<file path="src/rtl/flit_injector.sv">
// flit_injector: credit-based flit injector feeding one router input port.
// Accepts flits from a client through a valid/ready handshake. Each flit is
// forwarded one cycle later on channel_out. One credit counter is kept per
// virtual channel, and credits come back through flow_ctrl_in.
// Optional feature macro: FLIT_INJECTOR_ERROR_CHECK_EN. When it is defined,
// the module detects packet framing violations and credit overflow and
// reports them on a sticky error flag. When it is undefined, error is tied
// to 0.
module flit_injector #(
  parameter int BUFFER_SIZE = 8,
  parameter int NUM_VCS     = 2
) (
  input  logic          clk,
  input  logic          reset,
  input  logic          flit_valid,
  output logic          flit_ready,
  input  logic          flit_head,
  input  logic          flit_tail,
  input  logic          flit_vc,
  input  logic [0:63]   flit_data,
  output logic [0:67]   channel_out,
  input  logic [0:1]    flow_ctrl_in,
  output logic          error
);

  // The flit_vc and flow_ctrl_in VC fields are one bit wide, so only two
  // virtual channels can be addressed. Credit counters are four bits wide.
  if (NUM_VCS != 2) begin : g_bad_num_vcs
    $error("flit_injector: NUM_VCS must be 2");
  end
  if (BUFFER_SIZE < 1 || BUFFER_SIZE > 15) begin : g_bad_buffer_size
    $error("flit_injector: BUFFER_SIZE must be in 1..15");
  end

  typedef enum logic {
    IDLE = 1'b0,
    BODY = 1'b1
  } pkt_state_t;

  localparam logic [3:0] CREDIT_MAX = 4'(BUFFER_SIZE);

  logic [3:0]         credit    [NUM_VCS];
  pkt_state_t         pkt_state [NUM_VCS];
  logic               xfer;
  logic [NUM_VCS-1:0] take;
  logic [NUM_VCS-1:0] give;
  logic [NUM_VCS-1:0] at_max;

  // Offer a slot whenever the target VC has a credit. This does not depend
  // on flit_valid. It is held off while reset is high.
  always_comb begin
    flit_ready = 1'b0;
    if (!reset) begin
      flit_ready = (credit[flit_vc] != 4'd0);
    end
    xfer = flit_valid && flit_ready;
  end

  // Decode per-VC events: a flit consumed, a credit returned, and whether
  // the counter already holds the full buffer depth.
  always_comb begin
    take   = '0;
    give   = '0;
    at_max = '0;
    for (int v = 0; v < NUM_VCS; v++) begin
      take[v]   = xfer && (flit_vc == 1'(v));
      give[v]   = flow_ctrl_in[0] && (flow_ctrl_in[1] == 1'(v));
      at_max[v] = (credit[v] == CREDIT_MAX);
    end
  end

  // Credit bookkeeping. A simultaneous take and give cancel out. A return
  // into a full counter is dropped, so the counter saturates at BUFFER_SIZE.
  always_ff @(posedge clk) begin
    if (reset) begin
      for (int v = 0; v < NUM_VCS; v++) begin
        credit[v] <= CREDIT_MAX;
      end
    end else begin
      for (int v = 0; v < NUM_VCS; v++) begin
        if (take[v] && !give[v]) begin
          credit[v] <= credit[v] - 4'd1;
        end else if (give[v] && !take[v] && !at_max[v]) begin
          credit[v] <= credit[v] + 4'd1;
        end
      end
    end
  end

  // Per-VC packet framing tracker. It advances only on flits sent to its
  // own VC. A malformed flit still moves the state according to its
  // head and tail bits.
  always_ff @(posedge clk) begin
    if (reset) begin
      for (int v = 0; v < NUM_VCS; v++) begin
        pkt_state[v] <= IDLE;
      end
    end else begin
      for (int v = 0; v < NUM_VCS; v++) begin
        if (take[v]) begin
          case (pkt_state[v])
            IDLE: if (flit_head && !flit_tail) pkt_state[v] <= BODY;
            BODY: if (flit_tail) pkt_state[v] <= IDLE;
            default: pkt_state[v] <= IDLE;
          endcase
        end
      end
    end
  end

  // Register the outgoing channel word. It carries the accepted flit
  // unchanged, with the valid bit set. When no flit is accepted, the word
  // is all zeros.
  always_ff @(posedge clk) begin
    if (reset) begin
      channel_out <= '0;
    end else if (xfer) begin
      channel_out <= {1'b1, flit_head, flit_tail, flit_vc, flit_data};
    end else begin
      channel_out <= '0;
    end
  end

`ifdef FLIT_INJECTOR_ERROR_CHECK_EN
  logic [NUM_VCS-1:0] overflow;
  logic [NUM_VCS-1:0] violation;
  logic               error_q;

  // Flag a credit returned into a full counter, and any flit whose head
  // bit disagrees with the packet state of its VC.
  always_comb begin
    overflow  = '0;
    violation = '0;
    for (int v = 0; v < NUM_VCS; v++) begin
      overflow[v]  = give[v] && !take[v] && at_max[v];
      violation[v] = take[v] &&
                     (((pkt_state[v] == IDLE) && !flit_head) ||
                      ((pkt_state[v] == BODY) &&  flit_head));
    end
  end

  // Sticky error latch. Only reset clears it.
  always_ff @(posedge clk) begin
    if (reset) begin
      error_q <= 1'b0;
    end else if ((|overflow) || (|violation)) begin
      error_q <= 1'b1;
    end
  end

  assign error = error_q;
`else
  assign error = 1'b0;
`endif

endmodule

</file>
<file path="config.mk">
export PLATFORM = sky130hd
export DESIGN_NAME = flit_injector
export DESIGN_NICKNAME = d
export VERILOG_FILES = /design/src/rtl/flit_injector.sv
export SDC_FILE = /design/constraint.sdc
export NUM_CORES = 1
export LEC_CHECK = 0
export ABC_AREA = 1
export CAP_MARGIN = 30
export CELL_PAD_IN_SITES_DETAIL_PLACEMENT = 1
export CELL_PAD_IN_SITES_GLOBAL_PLACEMENT = 2
export CORE_MARGIN = 1
export CORE_UTILIZATION = 22
export DETAILED_ROUTE_END_ITERATION = 10
export PLACE_DENSITY_LB_ADDON = 0.1
export REMOVE_ABC_BUFFERS = 1
export SLEW_MARGIN = 20
export SYNTH_ARGS = -nofsm -noshare
export SYNTH_HDL_FRONTEND = slang
export SYNTH_SLANG_ARGS = --single-unit
</file>
<file path="constraint.sdc">
create_clock -name clk -period 2.7 [get_ports clk]
set_input_delay 0.54 -clock clk [delete_from_list [all_inputs] [get_ports clk]]
set_output_delay 0.54 -clock clk [all_outputs]
set_load 0.03 [all_outputs]
</file>
# --- Word level (Yosys, flattened, before mapping) ---
# Memory sizes are Yosys's and may differ from the RTL's.
# Cells that the tools add are included.
op_classes:
  addsub: 4
  multipliers: 0
  div: 0
  order_cmp: 0
  eq_ne: 2
  shift: 0
  muxes: 22
  n_bitwise: 7
  n_reduce_logical: 19
op_table:
  columns: ["operator", "n"]
  rows:
  - ["68-bit two-way mux", 1]
  - ["1-bit two-way mux", 17]
  - ["4-bit two-way mux", 4]
  - ["1-bit logical AND", 11]
  - ["4-bit by 1-bit adder with 4-bit output (second input constant)", 2]
  - ["4-bit equality test (second input constant)", 2]
  - ["4-bit by 1-bit subtractor with 4-bit output (second input constant)", 2]
  - ["1-bit zero test", 6]
  - ["1-bit bitwise OR", 4]
  - ["4-bit nonzero test", 1]
  - ["1-bit NOT", 3]
  - ["2-bit OR reduction", 1]
totals:
  ff_bits: 68
  latch_bits: 0
  ram_bits: 8
  rom_bits: 0
  in_bits: 72
  out_inout_bits: 70
  n_memories: 1
memory_table:
  columns: ["name", "words", "word_bits", "read_ports", "rd_ports_with_merged_regs", "write_ports", "line_no", "text"]
  rows:
  - ["credit", 2, 4, 3, 0, 2, "42", "logic [3:0] credit [NUM_VCS];"]

# --- Logic depth before layout (Yosys ltp) ---
# Gate-level depths: netlist of run 1.
# An unclocked memory read counts as a cell.
logic_depth:
  depth_word: 13
  depth_mapped: 12

# --- Worst setup path after synthesis of run 1 ---
# No wires, ideal clock.
synth_path:
  kind: "input-to-reg"
  from: "in reset"
  to: "mem credit[0][3] (data pin)"
  arrival_ps: 2024
  setup_slack_ps: 419
  stages: 11
  cell_sequence: "inv_1 nand2_2 nor2_8 nand3_2 nand2_2 ha_1 a21oi_1 nand2_1 xnor2_1 xor2_1 nand2_1"
synth_rtl:
  columns: ["item", "line_no", "text"]
  rows:
  - ["from (decl)", "14", "input logic reset,"]
  - ["to (decl)", "42", null]

==> results_dict.tcl, run 1 <==
set metrics [dict create \
    status "finished, final reports clean" \
    cts_sinks 76 \
    antenna_found_initial 0 \
    synthCells 293 \
    area_growth_pct 70.1 \
    n_antenna_cell 0 \
    fin_util 0.384 \
    final_antenna_net_count 0 \
    instances_no_fill 617 \
    avgViaCountPerCell 3.64 \
    cts_setup_buffers 0 \
    hold_violations 0 \
    vias 2244 \
    rsz0062_at_grt "false" \
    grt_pass1_wl_um 11600 \
    cts_resized 0 \
    initial_utilization 0.226 \
    finalCriticalPeriod_ps 2380 \
    ir_worst_vdd_mv 0.226 \
    power_uw 2900 \
    die_w_um 113 \
    place_inst 601 \
    grt_max_degree 28 \
    syn-cell-area_sq_um 2730 \
    hold_slack_ps 639 \
    gp_congestion 0.726 \
    clk_pin_slew_ps 60 \
    ios 142 \
    min_path_type "flop to flop" \
    setup_viol 0 \
    io_buffers 140 \
    first_global_vias 2350 \
    clock.fmax_mhz 420 \
    dp_hpwl_um 5530 \
    skew_ps 8.47 \
    insertion_delay_ps 330 \
    drv_slew 0 \
    track_usage 0.122 \
    fin_nets 521 \
    drc_errors 0 \
    max_cap_viol_count 0 \
    cp-start-kind "primary input" \
    fp-row-count 40 \
    drt-initial-drc-count 66 \
    syn_avg_cell_area_sq_um 9.30 \
    crit_path_max_fanout 4 \
    leakage_uw 0.00213 \
    worstSetupEndpointType "flop" \
    postPlaceCellArea_sq_um 4350 \
    ys_warn_count 0 \
    core_area_sq_um 12100 \
    die-area_sq_um 12800 \
    cts-root-buf "clkbuf_16" \
    wl_per_cell_um 11.7 \
    final_area_sq_um 4630 \
    power.density_nw_per_um2 625 \
    required_ps 2790 \
    grt_overflow 0 \
    ctsHoldBuffers 0 \
    first_pass_iters 4 \
    worstSetupPathType "primary input to flop" \
    synth_cell_types 26 \
    numCtsBuffers 9 \
    wl_um 7250 \
    period_share 0.882 \
    clockBufferDepth 2 \
    drive_gt1_frac 0.154 \
    die_y_um 113 \
    htreeDepth 3 \
    arrival_ps 2470 \
    ys_seq_elements 76 \
    ys_seq_area_frac 0.588 \
    cts_tree "yes" \
]
==> final timing paths <==
path	start	endpoint	slack, ps	cells after the start
setup / recovery	flit_vc	credit[0][3]$_SDFFCE_PN1P_	320	13
hold / removal	credit[1][0]$_DFFE_PP_	credit[1][0]$_DFFE_PP_	640	1
setup reg to reg	credit[1][2]$_DFFE_PP_	credit[0][3]$_SDFFCE_PN1P_	350	12
hold reg to reg	credit[1][0]$_DFFE_PP_	credit[1][0]$_DFFE_PP_	640	1
==> worst max-delay path, stage by stage <==
cell             delay, ps
clkdlybuf4s50_1        440
nor2_1                 140
nand3_2                 90
nand2_2                120
nor2_8                  60
nand3_2                 60
nand2_2                 80
ha_1                   320
a21oi_1                150
nand2_1                 80
xnor2_1                160
xor2_1                 160
nand2_1                 60
==> cells in the final DEF (no fill, tap or decap), types with 3 or more instances in the layout <==
| master | netlist | final |
|---|---|---|
| edfxtp_1 | 8 | 8 |
| inv_1 | 80 | 80 |
| buf_4 | 1 | 7 |
| nand2_2 | 4 | 3 |
| nor2_2 | 29 | 29 |
| xor2_1 | 4 | 4 |
| nand2_1 | 17 | 17 |
| clkbuf_16 | 0 | 9 |
| clkdlybuf4s50_1 | 0 | 139 |
| ha_1 | 4 | 4 |
| nand3_2 | 4 | 4 |
| nor2_1 | 47 | 47 |
| clkbuf_8 | 0 | 3 |
| nand3_1 | 5 | 5 |
| dfxtp_1 | 68 | 68 |
==> routing by layer <==
layer | GRT usage | vias to the layer above | wire [um] | share of wire
met5 | 0 | - | 0 | 0
li1 | - | 1128 | - | -
met4 | 0.0553 | 0 | 111 | 0.015
met3 | 0.0809 | 11 | 948 | 0.13
met1 | 0.126 | 1027 | 2750 | 0.38
met2 | 0.194 | 78 | 3430 | 0.47
==> metrics by stage <==
| step | setup TNS (ps) | setup slack (ps) |
|---|---|---|
| final | 0 | 319 |
| after global routing | 0 | 116 |
| after CTS | 0 | 328 |
| after detailed placement | -25.1 | -25.1 |
| after global placement | 0 | 21.8 |
| after floorplan | 0 | 419 |
==> kinds of logic (layout without fill, tap and decap cells) <==
logic type,after synthesis,count (layout),synth area share
AO/OA/AOI/OAI,4,4,0.00918
XOR/XNOR,6,6,0.0193
adder cells (fa/ha/maj),5,5,0.0257
buffers and inverters,90,246,0.142
flip-flops,76,76,0.588
other,1,1,0.00138
AND/OR/NAND/NOR,111,111,0.215
==> power by group <==
| part | leakage, uW | total (uW) | switching (uW) | internal, uW |
|---|---|---|---|---|
| Combinational | 0.00134 | 511 | 264 | 248 |
| Clock | 0.000146 | 1150 | 451 | 698 |
| Sequential | 0.000637 | 1240 | 28.2 | 1210 |
| Total | 0.00213 | 2900 | 742 | 2150 |
==> flip-flops by register name, summed over array words and instances, names as in the netlist <==
signal       flops
credit           8
channel_out     68
==> cell type report <==
class,count,area (sq um)
multi-input combinational,127,742
clock inverter,3,18.8
clock buffer,13,270
fill,1413,7430
tap,168,210
sequential,76,1600
inverter,82,308
timing repair buffer,148,1480
==> cells in the mapped netlist, drive strengths merged <==
cell type / number / area (sq um)
a21oi: 3 / 18.8
xnor2: 2 / 17.5
xor2: 4 / 35.0
nand3: 10 / 82.6
nand4: 2 / 25.0
a31oi: 1 / 6.26
nand2: 21 / 88.8
edfxtp: 8 / 240
inv: 82 / 308
ha: 4 / 50.1
fa: 1 / 20.0
dfxtp: 68 / 1360
conb: 1 / 3.75
nor2: 78 / 389
buf: 8 / 78.8
Power figures use the tool's default switching activity.
==> run 2: changes to the inputs <==
- SLEW_MARGIN: 20 -> 0
==> results of run 2 <==
The final DEF is identical to that of run 1; final timing and power are the same.
